[src/rtl/ika87ad_mcseq_if.sv]
// rtl/ika87ad_mcseq_if.sv - decoder/ROM/bus/execution signal bundle of the microcode sequencer
interface ika87ad_mcseq_if;
  logic        i_OPCODE_VALID;
  logic [7:0]  i_OPCODE_ADDR;
  logic        i_BUS_ACK;
  logic [17:0] i_MC_DATA;
  logic        o_MCROM_READ_TICK;
  logic [7:0]  o_MCROM_ADDR;
  logic [17:0] o_MC_WORD;
  logic        o_MC_VALID;
  logic        o_OPCODE_REQ;
  logic        o_END;
  logic        o_END_RD4;

  // master is the sequencer itself, slave is everything around it
  modport master (
    input  i_OPCODE_VALID, i_OPCODE_ADDR, i_BUS_ACK, i_MC_DATA,
    output o_MCROM_READ_TICK, o_MCROM_ADDR, o_MC_WORD, o_MC_VALID,
    output o_OPCODE_REQ, o_END, o_END_RD4
  );

  modport slave (
    output i_OPCODE_VALID, i_OPCODE_ADDR, i_BUS_ACK, i_MC_DATA,
    input  o_MCROM_READ_TICK, o_MCROM_ADDR, o_MC_WORD, o_MC_VALID,
    input  o_OPCODE_REQ, o_END, o_END_RD4
  );
endinterface

[src/rtl/ika87ad_mcseq.sv]
// rtl/ika87ad_mcseq.sv - microcode sequencer IDLE/ISSUE/FETCH/BWAIT
// Optional abort input enabled by defining IKA87AD_MCSEQ_ABORT_EN.
module ika87ad_mcseq (
  input  logic                  i_CLK,
  input  logic                  i_RST,
  input  logic                  i_CEN,
`ifdef IKA87AD_MCSEQ_ABORT_EN
  input  logic                  i_ABORT,
`endif
  ika87ad_mcseq_if.master       bus
);

  typedef enum logic [1:0] {
    S_IDLE  = 2'd0,
    S_ISSUE = 2'd1,
    S_FETCH = 2'd2,
    S_BWAIT = 2'd3
  } state_t;

  state_t      state_q, state_d;
  logic [7:0]  addr_q, addr_d;
  logic [17:0] word_q, word_d;
  logic        rd4_q, rd4_d;
  logic        tick_w, valid_w, end_w;
  logic        abort_w;

`ifdef IKA87AD_MCSEQ_ABORT_EN
  assign abort_w = i_ABORT;
`else
  assign abort_w = 1'b0;
`endif

  // Strobes are Mealy outputs of the enabled edge they belong to, so a
  // disabled cycle or a reset cycle can never show one.
  always_comb begin
    state_d = state_q;
    addr_d  = addr_q;
    word_d  = word_q;
    rd4_d   = rd4_q;
    tick_w  = 1'b0;
    valid_w = 1'b0;
    end_w   = 1'b0;
    if (i_CEN && !i_RST) begin
      if (abort_w && state_q != S_IDLE) begin
        state_d = S_IDLE;
        end_w   = 1'b1;
        rd4_d   = 1'b0;
      end else begin
        case (state_q)
          S_IDLE: begin
            if (bus.i_OPCODE_VALID) begin
              addr_d  = bus.i_OPCODE_ADDR;
              state_d = S_ISSUE;
            end
          end
          S_ISSUE: begin
            tick_w  = 1'b1;
            state_d = S_FETCH;
          end
          S_FETCH: begin
            valid_w = 1'b1;
            word_d  = bus.i_MC_DATA;
            case (bus.i_MC_DATA[1:0])
              2'b00: begin
                addr_d  = addr_q + 8'd1;
                state_d = S_ISSUE;
              end
              2'b01: begin
                addr_d  = addr_q + 8'd1;
                state_d = S_BWAIT;
              end
              default: begin
                end_w   = 1'b1;
                rd4_d   = bus.i_MC_DATA[0];
                state_d = S_IDLE;
              end
            endcase
          end
          S_BWAIT: begin
            if (bus.i_BUS_ACK) begin
              state_d = S_ISSUE;
            end
          end
        endcase
      end
    end
  end

  always_ff @(posedge i_CLK) begin
    if (i_RST) begin
      state_q <= S_IDLE;
      addr_q  <= 8'h00;
      word_q  <= 18'h0;
      rd4_q   <= 1'b0;
    end else if (i_CEN) begin
      state_q <= state_d;
      addr_q  <= addr_d;
      word_q  <= word_d;
      rd4_q   <= rd4_d;
    end
  end

  // rd4_d equals rd4_q except during an end pulse, so the qualifier
  // is valid alongside o_END and holds afterwards.
  assign bus.o_MCROM_READ_TICK = tick_w;
  assign bus.o_MCROM_ADDR      = addr_q;
  assign bus.o_MC_WORD         = word_q;
  assign bus.o_MC_VALID        = valid_w;
  assign bus.o_OPCODE_REQ      = (state_q == S_IDLE);
  assign bus.o_END             = end_w;
  assign bus.o_END_RD4         = rd4_d;

endmodule
[src/flat_wrapper.sv]
// flat-port wrapper written by rule: the top's interface ports become plain ports
module ika87ad_mcseq_flat 
  (i_CLK, i_RST, i_CEN, bus_i_OPCODE_VALID, bus_i_OPCODE_ADDR, bus_i_BUS_ACK, bus_i_MC_DATA, bus_o_MCROM_READ_TICK, bus_o_MCROM_ADDR, bus_o_MC_WORD, bus_o_MC_VALID, bus_o_OPCODE_REQ, bus_o_END, bus_o_END_RD4);
  ika87ad_mcseq_if bus_i ();
  input  logic i_CLK;
  input  logic i_RST;
  input  logic i_CEN;
  input wire logic [$bits(bus_i.i_OPCODE_VALID)-1:0] bus_i_OPCODE_VALID;
  input wire logic [$bits(bus_i.i_OPCODE_ADDR)-1:0] bus_i_OPCODE_ADDR;
  input wire logic [$bits(bus_i.i_BUS_ACK)-1:0] bus_i_BUS_ACK;
  input wire logic [$bits(bus_i.i_MC_DATA)-1:0] bus_i_MC_DATA;
  output wire logic [$bits(bus_i.o_MCROM_READ_TICK)-1:0] bus_o_MCROM_READ_TICK;
  output wire logic [$bits(bus_i.o_MCROM_ADDR)-1:0] bus_o_MCROM_ADDR;
  output wire logic [$bits(bus_i.o_MC_WORD)-1:0] bus_o_MC_WORD;
  output wire logic [$bits(bus_i.o_MC_VALID)-1:0] bus_o_MC_VALID;
  output wire logic [$bits(bus_i.o_OPCODE_REQ)-1:0] bus_o_OPCODE_REQ;
  output wire logic [$bits(bus_i.o_END)-1:0] bus_o_END;
  output wire logic [$bits(bus_i.o_END_RD4)-1:0] bus_o_END_RD4;
  assign bus_i.i_OPCODE_VALID = bus_i_OPCODE_VALID;
  assign bus_i.i_OPCODE_ADDR = bus_i_OPCODE_ADDR;
  assign bus_i.i_BUS_ACK = bus_i_BUS_ACK;
  assign bus_i.i_MC_DATA = bus_i_MC_DATA;
  assign bus_o_MCROM_READ_TICK = bus_i.o_MCROM_READ_TICK;
  assign bus_o_MCROM_ADDR = bus_i.o_MCROM_ADDR;
  assign bus_o_MC_WORD = bus_i.o_MC_WORD;
  assign bus_o_MC_VALID = bus_i.o_MC_VALID;
  assign bus_o_OPCODE_REQ = bus_i.o_OPCODE_REQ;
  assign bus_o_END = bus_i.o_END;
  assign bus_o_END_RD4 = bus_i.o_END_RD4;
  ika87ad_mcseq u_core (.i_CLK(i_CLK), .i_RST(i_RST), .i_CEN(i_CEN), .bus(bus_i));
endmodule
[config.mk]
export PLATFORM = sky130hd
export DESIGN_NAME = ika87ad_mcseq_flat
export DESIGN_NICKNAME = d
export VERILOG_FILES = /design/src/rtl/ika87ad_mcseq_if.sv /design/src/rtl/ika87ad_mcseq.sv /design/src/flat_wrapper.sv
export SDC_FILE = /design/constraint.sdc
export NUM_CORES = 1
export LEC_CHECK = 0
export ABC_AREA = 1
export CELL_PAD_IN_SITES_DETAIL_PLACEMENT = 1
export CELL_PAD_IN_SITES_GLOBAL_PLACEMENT = 2
export CORE_MARGIN = 1.5
export CORE_UTILIZATION = 22
export DETAILED_ROUTE_END_ITERATION = 10
export GPL_TIMING_DRIVEN = 0
export PLACE_DENSITY_LB_ADDON = 0.15
export SLEW_MARGIN = 5
export SYNTH_ARGS = -nofsm -noshare
export SYNTH_HDL_FRONTEND = slang
export SYNTH_SLANG_ARGS = --single-unit
[constraint.sdc]
create_clock -name i_CLK -period 3.5 [get_ports i_CLK]
set_input_delay 0.7 -clock i_CLK [delete_from_list [all_inputs] [get_ports i_CLK]]
set_output_delay 0.7 -clock i_CLK [all_outputs]
set_load 0.02 [all_outputs]
* Yosys cells after proc, flatten, opt, wreduce, memory -nomap -nowiden *
Cells that the tools add are included.
W data, S select, Z words.

operators by class
  add/subtract/negate cells = 1
  reduce and logical (&&, ||, !) cells = 9
  eq/ne operators = 7
  muxes and demuxes = 17

operator list
  cell                   count
  $mux W8                2
  $pmux W8 S2            1
  $mux W1                10
  $add A8 B1 Y8 const B  1
  $pmux W2 S4            1
  $ne A2 B2 Y1 const B   3
  $reduce_and A5 Y1      1
  $eq A2 B1 Y1 const B   2
  $eq A2 B2 Y1 const B   2
  $logic_not A2 Y1       2
  $mux W2                2
  $pmux W2 S2            1
  $reduce_and A4 Y1      1
  $reduce_and A3 Y1      1
  $reduce_bool A2 Y1     1
  $reduce_or A2 Y1       1
  $logic_and A1 B1 Y1    1
  $logic_not A1 Y1       1

word-level totals
  output and inout port bits = 31
  register bits after elaboration = 29
  bits of input ports = 31

* Logic depth before layout (Yosys ltp) *
  depth in word-level cells = 5
  depth in mapped cells = 11
  depth with buffers taken out = 10

* Worst setup path before layout *
Ideal clock, no wire load.

  path type = input to output
  start = in i_RST
  end = out bus_o_END_RD4
  data required time = 2.800 ns
  stages on the path = 6
  path buffers = 0
  slack = 1.156 ns
  data arrival time = 1.644 ns
  cell sequence = inv_2 > nand2_4 > nor2_1 > inv_1 > o21a_1 > inv_1

between the ends
  longest elaborated chain between the ends = 3

RTL lines
  element              RTL line             source
  from (decl)          flat_wrapper.sv:6    input logic i_RST;
  $logic_not A1 Y1     ika87ad_mcseq.sv:43  if (i_CEN && !i_RST) begin
  $logic_and A1 B1 Y1  ika87ad_mcseq.sv:43
  $mux W1              ika87ad_mcseq.sv:43
  to (decl)            flat_wrapper.sv:18   output wire logic [$bits(bus_i.o_END_RD4)-1:0] bus_o_END_RD4;

No other way between the ends.

* Worst setup path in the final report *
  start = in i_RST
  end = out bus_o_MC_VALID

between the ends
  longest elaborated chain between the ends = 3

RTL lines
  element              RTL line             source
  $logic_not A1 Y1     ika87ad_mcseq.sv:43
  $logic_and A1 B1 Y1  ika87ad_mcseq.sv:43
  $mux W1              ika87ad_mcseq.sv:43
  to (decl)            flat_wrapper.sv:15   output wire logic [$bits(bus_i.o_MC_VALID)-1:0] bus_o_MC_VALID;

No other way between the ends.

==> impl_metrics.tcl <==
set metrics [dict create \
    status "completed" \
    cts_max_level 2 \
    nNetsFinal 309 \
    worstPathArrival_ns 2.56 \
    rsz0062_at_grt "no" \
    fin_skew_ns 0.00731 \
    nFillCells 748 \
    final_common_cell "nand2_1" \
    die_w_microns 82.6 \
    gp_congestion 0.755 \
    cts_buffers 5 \
    wl_met1_mm 1.84 \
    post-route-util_pct 36.7 \
    clkSinkCount 29 \
    clkSlewWorstSetupHoldPaths_ns 0.06 \
    layout_common_cells "nand2_1 (68), clkdlybuf4s50_1 (61), dfxtp_1 (29)" \
    hold_viol_final 0 \
    die_area_sq_um 6830 \
    netlist_instances 204 \
    root_buffer "clkbuf_8" \
    cts.hold.buffers_added 0 \
    path_class "input pin to primary output" \
    powerDensity_nw_per_um2 349 \
    synth_area_sq_um 1400 \
    cp_cell_sequence "clkdlybuf4s50_1, inv_2, nand2_4, nor2_4, buf_2, clkdlybuf4s50_1" \
    ios 62 \
    drc_errors 0 \
    core_region_area_sq_um 6030 \
    crit_top_cell "clkdlybuf4s50_1" \
    setup_tns_ns 0 \
    rrSetupSlack_ns 1.83 \
    wl_per_cell_microns 11.9 \
    rows 28 \
    power_mw 0.771 \
    yosysWarnings 0 \
    ir_drop_mv 0.179 \
    place_inst 340 \
    slew_headroom_pct 69.1 \
    path_max_fanout 10 \
    start_util_pct 23.2 \
    first_pass_iters 2 \
    wl_met3_microns 274 \
    fin_crit_sh_pct 93.1 \
    detail-route-antenna-nets 0 \
    multi_input_area_sq_um 692 \
    grt_pass1_vias 1407 \
    seq_area_sq_um 581 \
    cts_resized 0 \
    avgViaCountPerCell 4.23 \
    routed_wl_mm 4.13 \
    max_freq_mhz 307 \
    path_buf_inv 4 \
    worst_slew_pin_slew_ns 0.464 \
    ys_ff_latch 29 \
    timing.final.ws_setup_ns 0.241 \
    finalSetupViolations 0 \
    top_layer "met4" \
    layout_min_cycle_time_ns 3.26 \
    pre_cts_slack_ns 0.0824 \
    slowest_stage "clkdlybuf4s50_1" \
    hp-class "flip-flop to flip-flop" \
    synth_area_leader_cell "dfxtp_1" \
    io_buffers 61 \
    clockBufferDepth 2 \
    synth_nets 240 \
    n_antenna_cell 0 \
    p_leak_nw 0.853 \
    fin_area_sq_um 2210 \
    grt_pass1_wl_mm 6.69 \
    clock_latency_ns 0.27 \
    area_growth_pct 58.5 \
    fin_cells 348 \
    antenna_found_initial 0 \
    cts_setup_buffers 0 \
    start_kind "input pin" \
    cp_top_family "buffers and inverters" \
    chipHeight_microns 82.6 \
    drive_gt1_share_pct 6.96 \
    drv_cap 0 \
    cts_tree "done" \
    drt-initial-drc-count 31 \
    slowest_delay_ns 0.63 \
    end_kind "primary output" \
    hpwl_mm 3.14 \
    synth_top_area_share_pct 41.6 \
    vias 1472 \
    slew_violations 0 \
    grt_usage_pct 13.1 \
    place_area_sq_um 2100 \
    synthTopCellsByArea "dfxtp_1 (42%), nand2_1 (18%), o21ai_0 (10%), nor2_1 (5.7%), inv_1 (5.4%)" \
    grt-ovfl-total 0 \
    synth_area_per_cell_sq_um 6.84 \
    grt_max_degree 11 \
    met2_length_mm 1.99 \
    synth_seq_area_share_pct 41.6 \
    cp.required_ns 2.80 \
    holdWs_ns 0.471 \
    synthDistinctLibCells 21 \
]
[final cells by class]
class / instances / share of cell area (%)
Multi-Input combinational cell: 146 / 31.3
Timing Repair Buffer: 62 / 28.0
Sequential cell: 29 / 26.3
Tap cell: 75 / 4.24
Inverter: 21 / 3.57
Clock buffer: 5 / 3.11
Buffer: 8 / 1.98
Clock inverter: 2 / 1.58
[synth_stat cells (all sizes together)]
cell type / number
dfxtp: 29
buf: 6
nand3: 7
nand4: 1
o21ai: 30
inv: 21
a21oi: 7
nand2: 70
ha: 5
a31oi: 1
nand3b: 1
o21a: 2
nor2: 22
clkbuf: 2
[state kept, by name (all words and copies together) (netlist names)]
signal / flops
u_core.rd4_q: 1
u_core.bus.o_MCROM_ADDR: 8
u_core.state_q: 2
u_core.bus.o_MC_WORD: 18
[tightest hold or removal path, cell delays in order (launching register included)]
cell and delay [ns]:
dfxtp_1 0.31, nand2_1 0.06, o21ai_1 0.06
[cell families after synthesis]
group           share of synthesized area, %
compound gates                          15.6
fa+ha+maj                               4.48
buf+inv                                 8.79
flops                                   41.6
simple gates                            29.5
[report_power, final]
group	leakage [nW]	internal, mW	total (mW)	switching [mW]
Clock	0.0540	0.207	0.335	0.128
Combinational	0.565	0.0529	0.0927	0.0398
Sequential	0.234	0.336	0.343	0.00711
Total	0.853	0.596	0.771	0.175
[path summary, 6_finish.rpt]
path | startpoint | to | cells after the start
setup / recovery | i_RST | bus_o_MC_VALID | 6
hold / removal | u_core.bus.o_MC_WORD[14] | u_core.bus.o_MC_WORD[14] | 2
hold reg to reg | u_core.bus.o_MC_WORD[14] | u_core.bus.o_MC_WORD[14] | 2
setup reg to reg | u_core.state_q[0] | u_core.bus.o_MC_WORD[5] | 8
[routing by layer]
layer  global-route usage (%)  vias to the layer above
met3                     5.05                        2
met5                        0                        -
met4                     4.50                        0
li1                         -                      776
met1                     16.3                      661
met2                     20.7                       33
Power figures use the tool's default switching activity.
